File: config.mk
export PLATFORM = sky130hd
export DESIGN_NAME = regfile_write_arbiter
export DESIGN_NICKNAME = d
export VERILOG_FILES = /design/src/rtl/regfile_arb_pkg.sv /design/src/rtl/wr_req_fifo.sv /design/src/rtl/regfile_write_arbiter.sv
export SDC_FILE = /design/constraint.sdc
export NUM_CORES = 1
export LEC_CHECK = 0
export ABC_AREA = 1
export BUFFER_PORTS_ARGS = -buffer_cell sky130_fd_sc_hd__buf_2
export CAP_MARGIN = 10
export CORE_ASPECT_RATIO = 1.75
export CORE_UTILIZATION = 40
export DETAILED_ROUTE_END_ITERATION = 7
export GPL_ROUTABILITY_DRIVEN = 0
export SLEW_MARGIN = 15
export SYNTH_ARGS = -nofsm -noshare
export SYNTH_HDL_FRONTEND = slang
export SYNTH_SLANG_ARGS = --single-unit
export TNS_END_PERCENT = 5
File: constraint.sdc
create_clock -name clk -period 6.4 [get_ports clk]
set_input_delay 0.64 -clock clk [delete_from_list [all_inputs] [get_ports clk]]
set_output_delay 0.64 -clock clk [all_outputs]
set_load 0.1 [all_outputs]
File: src/rtl/regfile_arb_pkg.sv
// Shared types and constants for the register-file write arbiter.
package regfile_arb_pkg;

    // Architectural register file: 32 registers, x0 hard-wired to zero.
    localparam int unsigned NUM_REGS   = 32;
    localparam int unsigned REG_ADDR_W = 5;
    localparam int unsigned REG_ZERO   = 0;

    // Arbitration mode: NORMAL favours writeback, DRAIN forces one FIFO dequeue.
    typedef enum logic {
        NORMAL = 1'b0,
        DRAIN  = 1'b1
    } arb_state_t;

    // Write request record at the default 5-bit index / 32-bit data configuration.
    typedef struct packed {
        logic [REG_ADDR_W-1:0] addr;
        logic [31:0]           data;
    } wr_req_t;

    // One-hot register mask for a destination index.
    function automatic logic [NUM_REGS-1:0] reg_onehot(input int unsigned idx);
        return {{(NUM_REGS-1){1'b0}}, 1'b1} << idx;
    endfunction

endpackage

File: src/rtl/wr_req_fifo.sv
// Long-unit write buffer: small FIFO with per-entry valid bits so that queued
// writes can be squashed by destination without disturbing FIFO order.
module wr_req_fifo
    import regfile_arb_pkg::*;
#(
    parameter int unsigned DATA_WIDTH = 32,
    parameter int unsigned ADDR_WIDTH = 5,
    parameter int unsigned DEPTH      = 2
) (
    input  logic                  clk,
    input  logic                  reset_n,
    input  logic                  push_i,
    input  logic [ADDR_WIDTH-1:0] push_addr_i,
    input  logic [DATA_WIDTH-1:0] push_data_i,
    input  logic                  pop_i,
    input  logic                  squash_i,
    input  logic [ADDR_WIDTH-1:0] squash_addr_i,
    output logic                  full_o,
    output logic                  head_live_o,
    output logic                  any_live_o,
    output logic [ADDR_WIDTH-1:0] head_addr_o,
    output logic [DATA_WIDTH-1:0] head_data_o,
    output logic [NUM_REGS-1:0]   pending_mask_o
);

    localparam int unsigned PW = $clog2(DEPTH);

    typedef struct packed {
        logic [ADDR_WIDTH-1:0] addr;
        logic [DATA_WIDTH-1:0] data;
    } req_t;

    req_t            mem_q [DEPTH];
    logic [DEPTH-1:0] valid_q, valid_d;
    logic [PW:0]     wr_ptr_q, wr_ptr_d;
    logic [PW:0]     rd_ptr_q, rd_ptr_d;
    logic [PW-1:0]   wr_idx, rd_idx;
    logic            empty;
    logic            advance;

    assign wr_idx = wr_ptr_q[PW-1:0];
    assign rd_idx = rd_ptr_q[PW-1:0];

    // Extra pointer MSB separates full (MSBs differ) from empty (pointers equal).
    assign empty  = (wr_ptr_q == rd_ptr_q);
    assign full_o = (wr_ptr_q[PW] != rd_ptr_q[PW]) && (wr_idx == rd_idx);

    assign head_live_o = !empty && valid_q[rd_idx];
    assign any_live_o  = |valid_q;
    assign head_addr_o = mem_q[rd_idx].addr;
    assign head_data_o = mem_q[rd_idx].data;

    // A squashed head is retired on its own so the next live entry reaches the head.
    assign advance = !empty && (pop_i || !valid_q[rd_idx]);

    // Valid bits: squash existing matches, retire the head, then mark the new entry.
    always_comb begin
        valid_d = valid_q;
        if (squash_i) begin
            for (int unsigned i = 0; i < DEPTH; i++) begin
                if (valid_q[PW'(i)] && (mem_q[PW'(i)].addr == squash_addr_i)) begin
                    valid_d[PW'(i)] = 1'b0;
                end
            end
        end
        if (advance) begin
            valid_d[rd_idx] = 1'b0;
        end
        // The incoming result is younger than a same-cycle writeback, so it survives.
        if (push_i) begin
            valid_d[wr_idx] = 1'b1;
        end
    end

    // Pointer next-state.
    always_comb begin
        wr_ptr_d = push_i  ? wr_ptr_q + (PW+1)'(1) : wr_ptr_q;
        rd_ptr_d = advance ? rd_ptr_q + (PW+1)'(1) : rd_ptr_q;
    end

    // OR of destinations of all live entries.
    always_comb begin
        pending_mask_o = '0;
        for (int unsigned i = 0; i < DEPTH; i++) begin
            if (valid_q[PW'(i)]) begin
                pending_mask_o = pending_mask_o | reg_onehot(int'(mem_q[PW'(i)].addr));
            end
        end
    end

    // Control state: reset discards every queued entry.
    always_ff @(posedge clk or negedge reset_n) begin
        if (!reset_n) begin
            valid_q  <= '0;
            wr_ptr_q <= '0;
            rd_ptr_q <= '0;
        end else begin
            valid_q  <= valid_d;
            wr_ptr_q <= wr_ptr_d;
            rd_ptr_q <= rd_ptr_d;
        end
    end

    // Payload storage; contents are only meaningful under a valid bit.
    always_ff @(posedge clk) begin
        if (push_i) begin
            mem_q[wr_idx] <= '{addr: push_addr_i, data: push_data_i};
        end
    end

endmodule

File: src/rtl/regfile_write_arbiter.sv
// Shares the register-file write port between pipeline writeback (priority)
// and buffered long-unit results, with starvation-forced draining and WAW squash.
module regfile_write_arbiter
    import regfile_arb_pkg::*;
#(
    parameter int unsigned DATA_WIDTH   = 32,
    parameter int unsigned ADDR_WIDTH   = 5,
    parameter int unsigned FIFO_DEPTH   = 2,
    parameter int unsigned STARVE_LIMIT = 4
) (
    input  logic                  clk,
    input  logic                  reset_n,
    input  logic                  wb_we,
    input  logic [ADDR_WIDTH-1:0] wb_rd,
    input  logic [DATA_WIDTH-1:0] wb_data,
    output logic                  wb_stall,
    input  logic                  lu_valid,
    input  logic [ADDR_WIDTH-1:0] lu_rd,
    input  logic [DATA_WIDTH-1:0] lu_data,
    output logic                  lu_ready,
    output logic                  rf_we,
    output logic [ADDR_WIDTH-1:0] rf_a,
    output logic [DATA_WIDTH-1:0] rf_wd,
    output logic [NUM_REGS-1:0]   pending_mask
);

    localparam int unsigned CW = $clog2(STARVE_LIMIT + 1);

    arb_state_t            state_q, state_d;
    logic [CW-1:0]         starve_cnt_q, starve_cnt_d;
    logic                  rf_we_q;
    logic [ADDR_WIDTH-1:0] rf_a_q;
    logic [DATA_WIDTH-1:0] rf_wd_q;

    logic                  wb_req;
    logic                  lu_push;
    logic                  sel_wb;
    logic                  sel_fifo;
    logic                  fifo_full;
    logic                  fifo_head_live;
    logic                  fifo_any_live;
    logic [ADDR_WIDTH-1:0] fifo_head_addr;
    logic [DATA_WIDTH-1:0] fifo_head_data;

    // Writes to x0 are dropped at the input; an x0 handshake still completes.
    assign wb_req   = wb_we && (wb_rd != ADDR_WIDTH'(REG_ZERO));
    assign lu_ready = !fifo_full;
    assign lu_push  = lu_valid && lu_ready && (lu_rd != ADDR_WIDTH'(REG_ZERO));

    wr_req_fifo #(
        .DATA_WIDTH (DATA_WIDTH),
        .ADDR_WIDTH (ADDR_WIDTH),
        .DEPTH      (FIFO_DEPTH)
    ) u_fifo (
        .clk            (clk),
        .reset_n        (reset_n),
        .push_i         (lu_push),
        .push_addr_i    (lu_rd),
        .push_data_i    (lu_data),
        .pop_i          (sel_fifo),
        .squash_i       (sel_wb),
        .squash_addr_i  (wb_rd),
        .full_o         (fifo_full),
        .head_live_o    (fifo_head_live),
        .any_live_o     (fifo_any_live),
        .head_addr_o    (fifo_head_addr),
        .head_data_o    (fifo_head_data),
        .pending_mask_o (pending_mask)
    );

    // FSM state register.
    always_ff @(posedge clk or negedge reset_n) begin
        if (!reset_n) begin
            state_q <= NORMAL;
        end else begin
            state_q <= state_d;
        end
    end

    // FSM next state: enter DRAIN on the edge the counter reaches the limit so the
    // stall lands right after the last permitted writeback win; leave after one
    // dequeue, or if squashes left nothing to drain.
    always_comb begin
        state_d = state_q;
        unique case (state_q)
            NORMAL: if (starve_cnt_d == CW'(STARVE_LIMIT)) state_d = DRAIN;
            DRAIN:  if (sel_fifo || !fifo_any_live)        state_d = NORMAL;
            default: state_d = NORMAL;
        endcase
    end

    // FSM outputs: arbitration select and writeback stall.
    always_comb begin
        sel_wb   = 1'b0;
        sel_fifo = 1'b0;
        wb_stall = 1'b0;
        unique case (state_q)
            NORMAL: begin
                if (wb_req) sel_wb   = 1'b1;
                else        sel_fifo = fifo_head_live;
            end
            DRAIN: begin
                sel_fifo = fifo_head_live;
                wb_stall = wb_req;
            end
            default: ;
        endcase
    end

    // Starvation counter: counts writeback wins over a live FIFO, saturating.
    always_comb begin
        starve_cnt_d = starve_cnt_q;
        if (!fifo_any_live || sel_fifo) begin
            starve_cnt_d = '0;
        end else if (sel_wb && (starve_cnt_q != CW'(STARVE_LIMIT))) begin
            starve_cnt_d = starve_cnt_q + CW'(1);
        end
    end

    always_ff @(posedge clk or negedge reset_n) begin
        if (!reset_n) begin
            starve_cnt_q <= '0;
        end else begin
            starve_cnt_q <= starve_cnt_d;
        end
    end

    // Write-port register: winner lands one cycle after arbitration; address/data hold when idle.
    always_ff @(posedge clk or negedge reset_n) begin
        if (!reset_n) begin
            rf_we_q <= 1'b0;
            rf_a_q  <= '0;
            rf_wd_q <= '0;
        end else begin
            rf_we_q <= sel_wb || sel_fifo;
            if (sel_wb) begin
                rf_a_q  <= wb_rd;
                rf_wd_q <= wb_data;
            end else if (sel_fifo) begin
                rf_a_q  <= fifo_head_addr;
                rf_wd_q <= fifo_head_data;
            end
        end
    end

    assign rf_we = rf_we_q;
    assign rf_a  = rf_a_q;
    assign rf_wd = rf_wd_q;

endmodule

==> results of run 1 <==
==> cell type report <==
| type | count | area, sq um |
|---|---|---|
| fill | 1313 | 6790 |
| sequential | 122 | 3420 |
| multi-input combinational | 351 | 1980 |
| timing repair buffer | 150 | 753 |
| clock buffer | 20 | 447 |
| tap | 177 | 221 |
| clock inverter | 12 | 125 |
| inverter | 26 | 97.6 |
==> layout by cell type (no fill, tap or decap), types with 2 or more instances in the layout <==
cell type   count
nand2_1       156
buf_2         149
edfxtp_1       74
dfrtp_1        47
o21ai_0        37
nand3_1        24
inv_1          22
mux2i_1        22
nor2_1         21
o211ai_2       20
clkbuf_16      17
o211ai_1       13
nor3_1         11
or2_2          10
xnor2_1         8
nor4_1          6
xor2_1          6
clkinv_2        4
inv_2           3
nand2_2         3
clkinv_4        3
clkinv_1        2
nand3_2         2
nor2_4          2
nand4_1         2
ha_1            2
bufinv_16       2
clkinvlp_4      2
clkbuf_1        2
==> registers in the layout, indices dropped and copies added (netlist names) <==
signal           cells
u_fifo.mem_q        74
rf_wd               32
rf_a                 5
starve_cnt_q         3
u_fifo.rd_ptr_q      2
u_fifo.valid_q       2
u_fifo.wr_ptr_q      2
rf_we                1
state_q              1
==> per-layer routing <==
metal / GRT usage, % / up-vias / part of all wire (%)
li1: - / 2092 / -
met1: 20.1 / 2052 / 38
met2: 36.5 / 176 / 55
met3: 3.87 / 28 / 4.8
met4: 7.53 / 0 / 2.3
met5: 0 / - / 0
==> critical path, stage by stage (launching register included) <==
cell	delay [ps]
edfxtp_1	570
clkinv_1	360
nor4_1	370
nand2_1	80
o21ai_0	130
buf_2	470
==> through the flow <==
stage,cells,hold WS (ps)
5_1_grt,858,402
3_3_place_gp,826,468
2_1_floorplan,527,344
6_report,858,349
4_1_cts,858,364
3_5_place_dp,826,466
==> logic make-up after synthesis <==
| group | count (synthesis) | share of synthesized area [%] |
|---|---|---|
| simple gates | 239 | 18.2 |
| mux | 22 | 3.90 |
| compound gates | 73 | 9.78 |
| xor+xnor | 15 | 2.46 |
| flops | 122 | 60.7 |
| buf+inv | 54 | 4.55 |
| fa+ha+maj | 2 | 0.443 |
==> how the worst max path moves through the flow <==
stage / end / slack [ps]
final: pending_mask[11] / 3380
after global routing: pending_mask[12] / 3180
after CTS: pending_mask[11] / 3420
after detailed placement: u_fifo.mem_q[1][31]$_DFFE_PP_ / 3460
after global placement: u_fifo.mem_q[1][29]$_DFFE_PP_ / 3560
after floorplan: u_fifo.mem_q[0][0]$_DFFE_PP_ / 2610
==> impl_metrics.json, run 1 <==
{
  "dr.pass1.iters": 5,
  "io_pins": 150,
  "cts_setup_buffers": 0,
  "layout-drive-gt1-share_pct": 32.6,
  "max_slew_margin_pct": 25.4,
  "crit_required_ps": 5760,
  "via_per_inst": 5.07,
  "dp_slack_ps": 3460,
  "grt_start_max_net_pins": 49,
  "grt_pass1_wl_microns": 21500,
  "holdCritPathClass": "input port to async pin",
  "fin_util_pct": 50.9,
  "hold_violations": 0,
  "reg2reg_from": "u_fifo.rd_ptr_q[0]$_DFFE_PN0N_",
  "grt_usage_pct": 19.1,
  "syn_nets": 607,
  "fin_crit_ps": 3020,
  "routed_wl_microns": 13300,
  "synth.most_common_cell": "nand2_1",
  "path_clk_slew_ps": 60,
  "numCtsBuffers": 17,
  "critPathLaunch": "u_fifo.mem_q[0][35]$_DFFE_PP_",
  "cts_buffer_depth": 2,
  "synth_area_sq_um": 5640,
  "r2r_cells": 4,
  "critPathLaunchType": "flop",
  "r2r_slack_ps": 3530,
  "cp.arrival_ps": 2380,
  "initial_utilization_pct": 40.8,
  "gr-total-overflow": 0,
  "fin_worst_skew_ps": 6.71,
  "cts_resized": 0,
  "rows": 57,
  "grt_pass1_vias": 4446,
  "cts_hold_buf": 0,
  "synthFlopType": "edfxtp_1",
  "r2r_end": "u_fifo.mem_q[1][4]$_DFFE_PP_",
  "setup_viol": 0,
  "path_class": "flop to output pin",
  "worst_setup_path_end_kind": "output pin",
  "die_area_sq_um": 14600,
  "antenna_found_initial": 0,
  "yosys_warnings": 0,
  "fp.coreArea_sq_um": 13800,
  "synthTopCellsByCount": "156 x nand2_1, 74 x edfxtp_1, 48 x dfrtp_1, 37 x o21ai_0, 24 x nand3_1",
  "die_x_microns": 91.8,
  "vias": 4348,
  "max_freq_ghz": 0.331,
  "drtIter0Drc": 216,
  "seq_area_frac_synth_pct": 60.7,
  "post_synth_num_cell_types": 32,
  "max_cap_violations": 0,
  "portBuffers": 149,
  "antenna_cells": 0,
  "outcome": "completed",
  "placed_cell_area_sq_um": 6470,
  "path_max_fanout": 10,
  "setup_tns_ps": 0,
  "worstMarginPinSlew_ps": 1120,
  "cts_root_buf": "clkbuf_16",
  "yosysTopAreaCell": "edfxtp_1",
  "synth_top_area_share_pct": 39.4,
  "rsz0062_at_grt": "false",
  "cts_tree": "built",
  "synth_edf_count": 74,
  "async_flop_share_pct": 39.3,
  "ys_top_cells_by_area": "edfxtp_1 39%, dfrtp_1 21%, nand2_1 10%",
  "syn_area_per_cell_sq_um": 10.7,
  "synth_seq_cells": 122,
  "wl_per_cell_microns": 15.5,
  "netlist_instances": 527,
  "final_max_slew_viol_count": 0,
  "cts_sinks": 122,
  "setup_ws_ps": 3380,
  "period_share_pct": 47.2,
  "die_y_microns": 159,
  "drc": 0,
  "clk_latency_ps": 400,
  "finish.instance_area_sq_um": 7040,
  "syn2layout_area_growth_pct": 24.8,
  "htreeDepth": 4,
  "dpl.hpwl_microns": 9510,
  "postRouteAntennaNets": 0,
  "nets": 748
}
Power of run 1 is not shown: default switching activity piles up to over one toggle a cycle in this logic, so the estimate is an artifact.
==> run 2, diff against run 1 <==
Settings changed: PLACE_DENSITY from default to 0.66.
Clock period 6.4 ns to 2.75 ns, I/O delays scaled along.
==> run 2 against run 1 <==
Compared with the run above:
- worst hold slack lost 290 ps
- critical path depth is the same
- worst setup slack lost 3200 ps
- first-iteration DRC count grew 15%
- final area grew 1.7%
- critical path type unchanged
- highest routed layer unchanged
==> impl_metrics.json, run 2 (same netlist as run 1, synthesis figures left out) <==
{
  "reg2reg_from": "u_fifo.rd_ptr_q[0]$_DFFE_PN0N_",
  "worst_setup_path_end_kind": "output pin",
  "path_max_fanout": 10,
  "mostFrequentLayoutCell": "nand2_1",
  "grt_pass1_wl_microns": 21800,
  "dpl.hpwl_microns": 9720,
  "top_layer": "met4",
  "period_share_pct": 92.7,
  "final_cell_mix": "156 x nand2_1, 149 x buf_2, 74 x edfxtp_1",
  "dp_slack_ps": 658,
  "cp.arrival_ps": 2270,
  "final_max_slew_viol_count": 0,
  "hold_violations": 0,
  "grt_usage_pct": 19.4,
  "critPathLaunch": "u_fifo.mem_q[0][35]$_DFFE_PP_",
  "largest_register_ffs": 74,
  "postRouteAntennaNets": 0,
  "die_y_microns": 159,
  "cts_sinks": 122,
  "io_pins": 150,
  "dr.pass1.iters": 4,
  "drc": 0,
  "antenna_cells": 0,
  "rows": 57,
  "htreeDepth": 4,
  "die_area_sq_um": 14600,
  "grt_start_max_net_pins": 40,
  "setup_viol": 0,
  "path_clk_slew_ps": 50,
  "cts_buffer_depth": 2,
  "setup_ws_ps": 202,
  "cts_setup_buffers": 0,
  "syn2layout_area_growth_pct": 26.9,
  "path_class": "flop to output pin",
  "vias": 4407,
  "wl_per_cell_microns": 15.6,
  "finish.instance_area_sq_um": 7160,
  "max_slew_margin_pct": 42.7,
  "outcome": "completed",
  "clk_latency_ps": 410,
  "holdCritPathClass": "input port to flop",
  "die_x_microns": 91.8,
  "largest_register": "u_fifo.mem_q",
  "crit_required_ps": 2480,
  "nets": 756,
  "antenna_found_initial": 0,
  "via_per_inst": 5.09,
  "numCtsBuffers": 17,
  "met1Wirelength_microns": 5060,
  "cts_tree": "built",
  "placed_cell_area_sq_um": 6530,
  "max_freq_ghz": 0.392,
  "min_from": "lu_data[10]",
  "wl_met2_microns": 7490,
  "initial_utilization_pct": 40.8,
  "fin_worst_skew_ps": 5.89,
  "worstMarginPinSlew_ps": 860,
  "cts_resized": 0,
  "layout-drive-gt1-share_pct": 33.4,
  "gr-total-overflow": 0,
  "rsz0062_at_grt": "false",
  "setup_tns_ps": 0,
  "grt_pass1_vias": 4571,
  "routed-wl-met3_microns": 613,
  "cts_hold_buf": 1,
  "max_cap_violations": 0,
  "holdWs_ps": 57.2,
  "fp.coreArea_sq_um": 13800,
  "portBuffers": 149,
  "drtIter0Drc": 248,
  "routed_wl_microns": 13500,
  "fin_crit_ps": 2550,
  "cts_root_buf": "clkbuf_16",
  "critPathLaunchType": "flop"
}
==> run 2: changes by cell type in the layout (fill, tap and decap cells not counted) <==
| cell | previous run | this run |
|---|---|---|
| clkinv_2 | 4 | 0 |
| clkbuf_1 | 2 | 1 |
| buf_4 | 1 | 8 |
| clkbuf_8 | 1 | 0 |
| clkinv_4 | 3 | 1 |
| dlygate4sd3_1 | 0 | 1 |
| nand2b_1 | 1 | 0 |
| clkinvlp_4 | 2 | 3 |
| inv_6 | 0 | 4 |
| clkinv_1 | 2 | 3 |
| bufinv_16 | 2 | 4 |
| nand2b_2 | 0 | 1 |
==> run 2: worst max-delay path, cell delays in order (launching register included) <==
cell and delay (ps):
edfxtp_1 540, clkinv_1 300, nor4_1 400, nand2_1 80, o21ai_0 90, buf_2 450
==> run 2: metrics by stage <==
stage | cells | utilization (%)
2_1_floorplan | 527 | -
5_1_grt | 866 | 51.8
6_report | 866 | 51.8
3_5_place_dp | 833 | 47.2
3_3_place_gp | 833 | 47.2
4_1_cts | 866 | 51.8
==> run 2: layout make-up <==
class                      count  area (sq um)
inverter                      26          97.6
sequential                   122          3420
multi-input combinational    351          1980
timing repair buffer         158           816
tap                          177           221
clock inverter                14           194
fill                        1271          6680
clock buffer                  18           429
==> run 2: final timing paths <==
| check | cells past startpoint | to | slack [ps] |
|---|---|---|---|
| worst max-delay path | 5 | pending_mask[24] | 200 |
| worst min-delay path | 1 | u_fifo.mem_q[1][10]$_DFFE_PP_ | 60 |
| worst max register to register | 7 | rf_wd[0]$_DFFE_PN0P_ | 850 |
| worst min register to register | 2 | rf_a[1]$_DFFE_PN0P_ | 480 |
| max in group asynchronous | 3 | rf_wd[8]$_DFFE_PN0P_ | 1470 |
| min in group asynchronous | 2 | rf_wd[4]$_DFFE_PN0P_ | 520 |
==> run 2: layer usage <==
layer,global-route usage (%),vias to the layer above
li1,-,2111
met3,3.58,29
met2,35.9,161
met5,0,-
met4,10.7,0
met1,20.2,2106
Power of run 2 is left out for the same reason.
==> run 3, diff against run 2 <==
Settings changed: CORE_UTILIZATION 40 to 50, PLACE_DENSITY 0.66 to 0.76.
Clock period 2.75 ns to 2.78 ns, I/O delays scaled along.
==> run 3 against run 2 <==
Compared with the run above:
- the flow now finishes with violations (hold timing)
- clock-buffer cell count grew 3
- via count rose by 1.4%
- cell count is 5.4% lower
- worst setup slack lost 18 ps
- global-route usage grew 4.3 points
- worst hold slack worse by 70 ps
- non-clock buffer count down 2
- flip-flop and latch count did not move
- register-to-register slack got worse by 40 ps
- utilization up 12 points
- wire length shrank 3.3%
- clock skew up 3.1 ps
- largest cell class unchanged
==> impl_metrics.json, run 3 (same netlist as run 1, synthesis figures left out) <==
{
  "die_x_microns": 82.3,
  "fin_crit_ps": 2600,
  "gr-total-overflow": 0,
  "rows": 51,
  "crit_required_ps": 2500,
  "setup_viol": 0,
  "cp.arrival_ps": 2320,
  "cts_tree": "built",
  "failed_checks": "hold timing",
  "largest_register": "u_fifo.mem_q",
  "syn2layout_area_growth_pct": 25.3,
  "mostFrequentLayoutCell": "nand2_1",
  "grt_pass1_vias": 4442,
  "path_buf_inv": 2,
  "cts_resized": 0,
  "htreeDepth": 4,
  "cts_hold_buf": 0,
  "fillers": 879,
  "path_max_fanout": 10,
  "cts_root_buf": "clkbuf_16",
  "rsz0062_at_grt": "false",
  "routed_wl_microns": 13100,
  "layout-drive-gt1-share_pct": 33.5,
  "crit_slowest_cell": "edfxtp_1",
  "holdCritPathClass": "input port to async pin",
  "antenna_found_initial": 0,
  "dpl.hpwl_microns": 9290,
  "grt_pass1_wl_microns": 20300,
  "cts_setup_buffers": 0,
  "r2r_cells": 5,
  "r2r_end": "u_fifo.mem_q[0][22]$_DFFE_PP_",
  "via_per_inst": 5.46,
  "cts_sinks": 122,
  "portBuffers": 149,
  "wl_per_cell_microns": 16.0,
  "max_cap_violations": 0,
  "largest_register_ffs": 74,
  "reg2reg_from": "u_fifo.rd_ptr_q[0]$_DFFE_PN0N_",
  "clk_latency_ps": 410,
  "path_clk_slew_ps": 60,
  "r2r_slack_ps": 810,
  "fin_worst_skew_ps": 8.94,
  "drc": 0,
  "nets": 754,
  "fp.coreArea_sq_um": 11000,
  "postRouteAntennaNets": 0,
  "worst_setup_path_end_kind": "output pin",
  "critical_path.cell_chain": "clkinv_1 > nor4_1 > nand2_1 > o21ai_0 > buf_2",
  "initial_utilization_pct": 51.1,
  "critPathLaunchType": "flop",
  "outcome": "finished, violations left",
  "die_y_microns": 143,
  "cpPeakStageDelay_ps": 560,
  "grt_start_max_net_pins": 49,
  "crit_family": "buffers and inverters",
  "max_freq_ghz": 0.385,
  "max_slew_margin_pct": 55.6,
  "final_cells": 819,
  "dr.pass1.iters": 4,
  "numCtsBuffers": 17,
  "antenna_cells": 0,
  "drtIter0Drc": 197,
  "hold_violations": 17,
  "final_max_slew_viol_count": 0,
  "io_pins": 150,
  "die_area_sq_um": 11700,
  "cts_buffer_depth": 2,
  "holdWs_ps": -12.8,
  "path_class": "flop to output pin",
  "grt_usage_pct": 23.7,
  "dp.cells": 787,
  "worstMarginPinSlew_ps": 665,
  "final_cell_mix": "156 x nand2_1, 149 x buf_2, 74 x edfxtp_1",
  "period_share_pct": 93.4,
  "vias": 4469
}
[run 3: cell count changes in the layout (fill, tap and decap cells not counted), sizes merged]
cell         change
clkinv           +4
bufinv           -3
clkbuf           +3
clkinvlp         -3
buf              -1
dlygate4sd3      -1
inv              -1
[run 3: worst register-to-register path: stages, from the launching register on]
cell,delay (ps)
dfrtp_2,530
xnor2_2,200
nand2b_2,80
nand3_1,190
nor2_4,420
buf_12,250
[run 3: worst max-delay path by stage]
stage,start,endpoint,slack [ps],cells after the start
CTS,u_fifo.mem_q[0][35]$_DFFE_PP_,pending_mask[8],200,5
floorplan,u_fifo.mem_q[1][34]$_DFFE_PP_,pending_mask[23],-550,5
detailed placement,u_fifo.mem_q[0][35]$_DFFE_PP_,pending_mask[8],640,5
finish,u_fifo.mem_q[0][35]$_DFFE_PP_,pending_mask[24],180,5
global route,u_fifo.mem_q[0][35]$_DFFE_PP_,pending_mask[24],40,5
global placement,u_fifo.mem_q[0][35]$_DFFE_PP_,pending_mask[8],700,5
[run 3: metrics by stage]
step | setup TNS [ps] | util [%] | hold slack (ps) | cell area (sq um) | setup slack (ps)
after floorplan | -19600 | - | -17.6 | 5650 | -553
after global placement | 0 | 58.7 | 416 | 6480 | 701
after detailed placement | 0 | 58.7 | 440 | 6480 | 642
after CTS | 0 | 64.0 | 5.35 | 7070 | 201
after global routing | 0 | 64.0 | 41.5 | 7070 | 36.3
final | 0 | 64.0 | -12.8 | 7070 | 184
[run 3: routing by layer]
metal	part of all wire, %	vias to the layer above	GRT usage [%]
met5	0	-	0
met1	36	2137	24.0
met2	55	179	42.9
met3	4.4	44	4.36
met4	4.1	0	14.6
li1	-	2109	-
[run 3: cell type report]
type                            count  area [sq um]  area share, %
Sequential cell                   122          3420           48.5
Multi-Input combinational cell    351          1980           28.0
Timing Repair Buffer              156           811           11.5
Clock buffer                       21           483           6.83
Tap cell                          132           165           2.34
Clock inverter                     11           109           1.54
Inverter                           26          97.6           1.38
Power of run 3 is left out for the same reason.
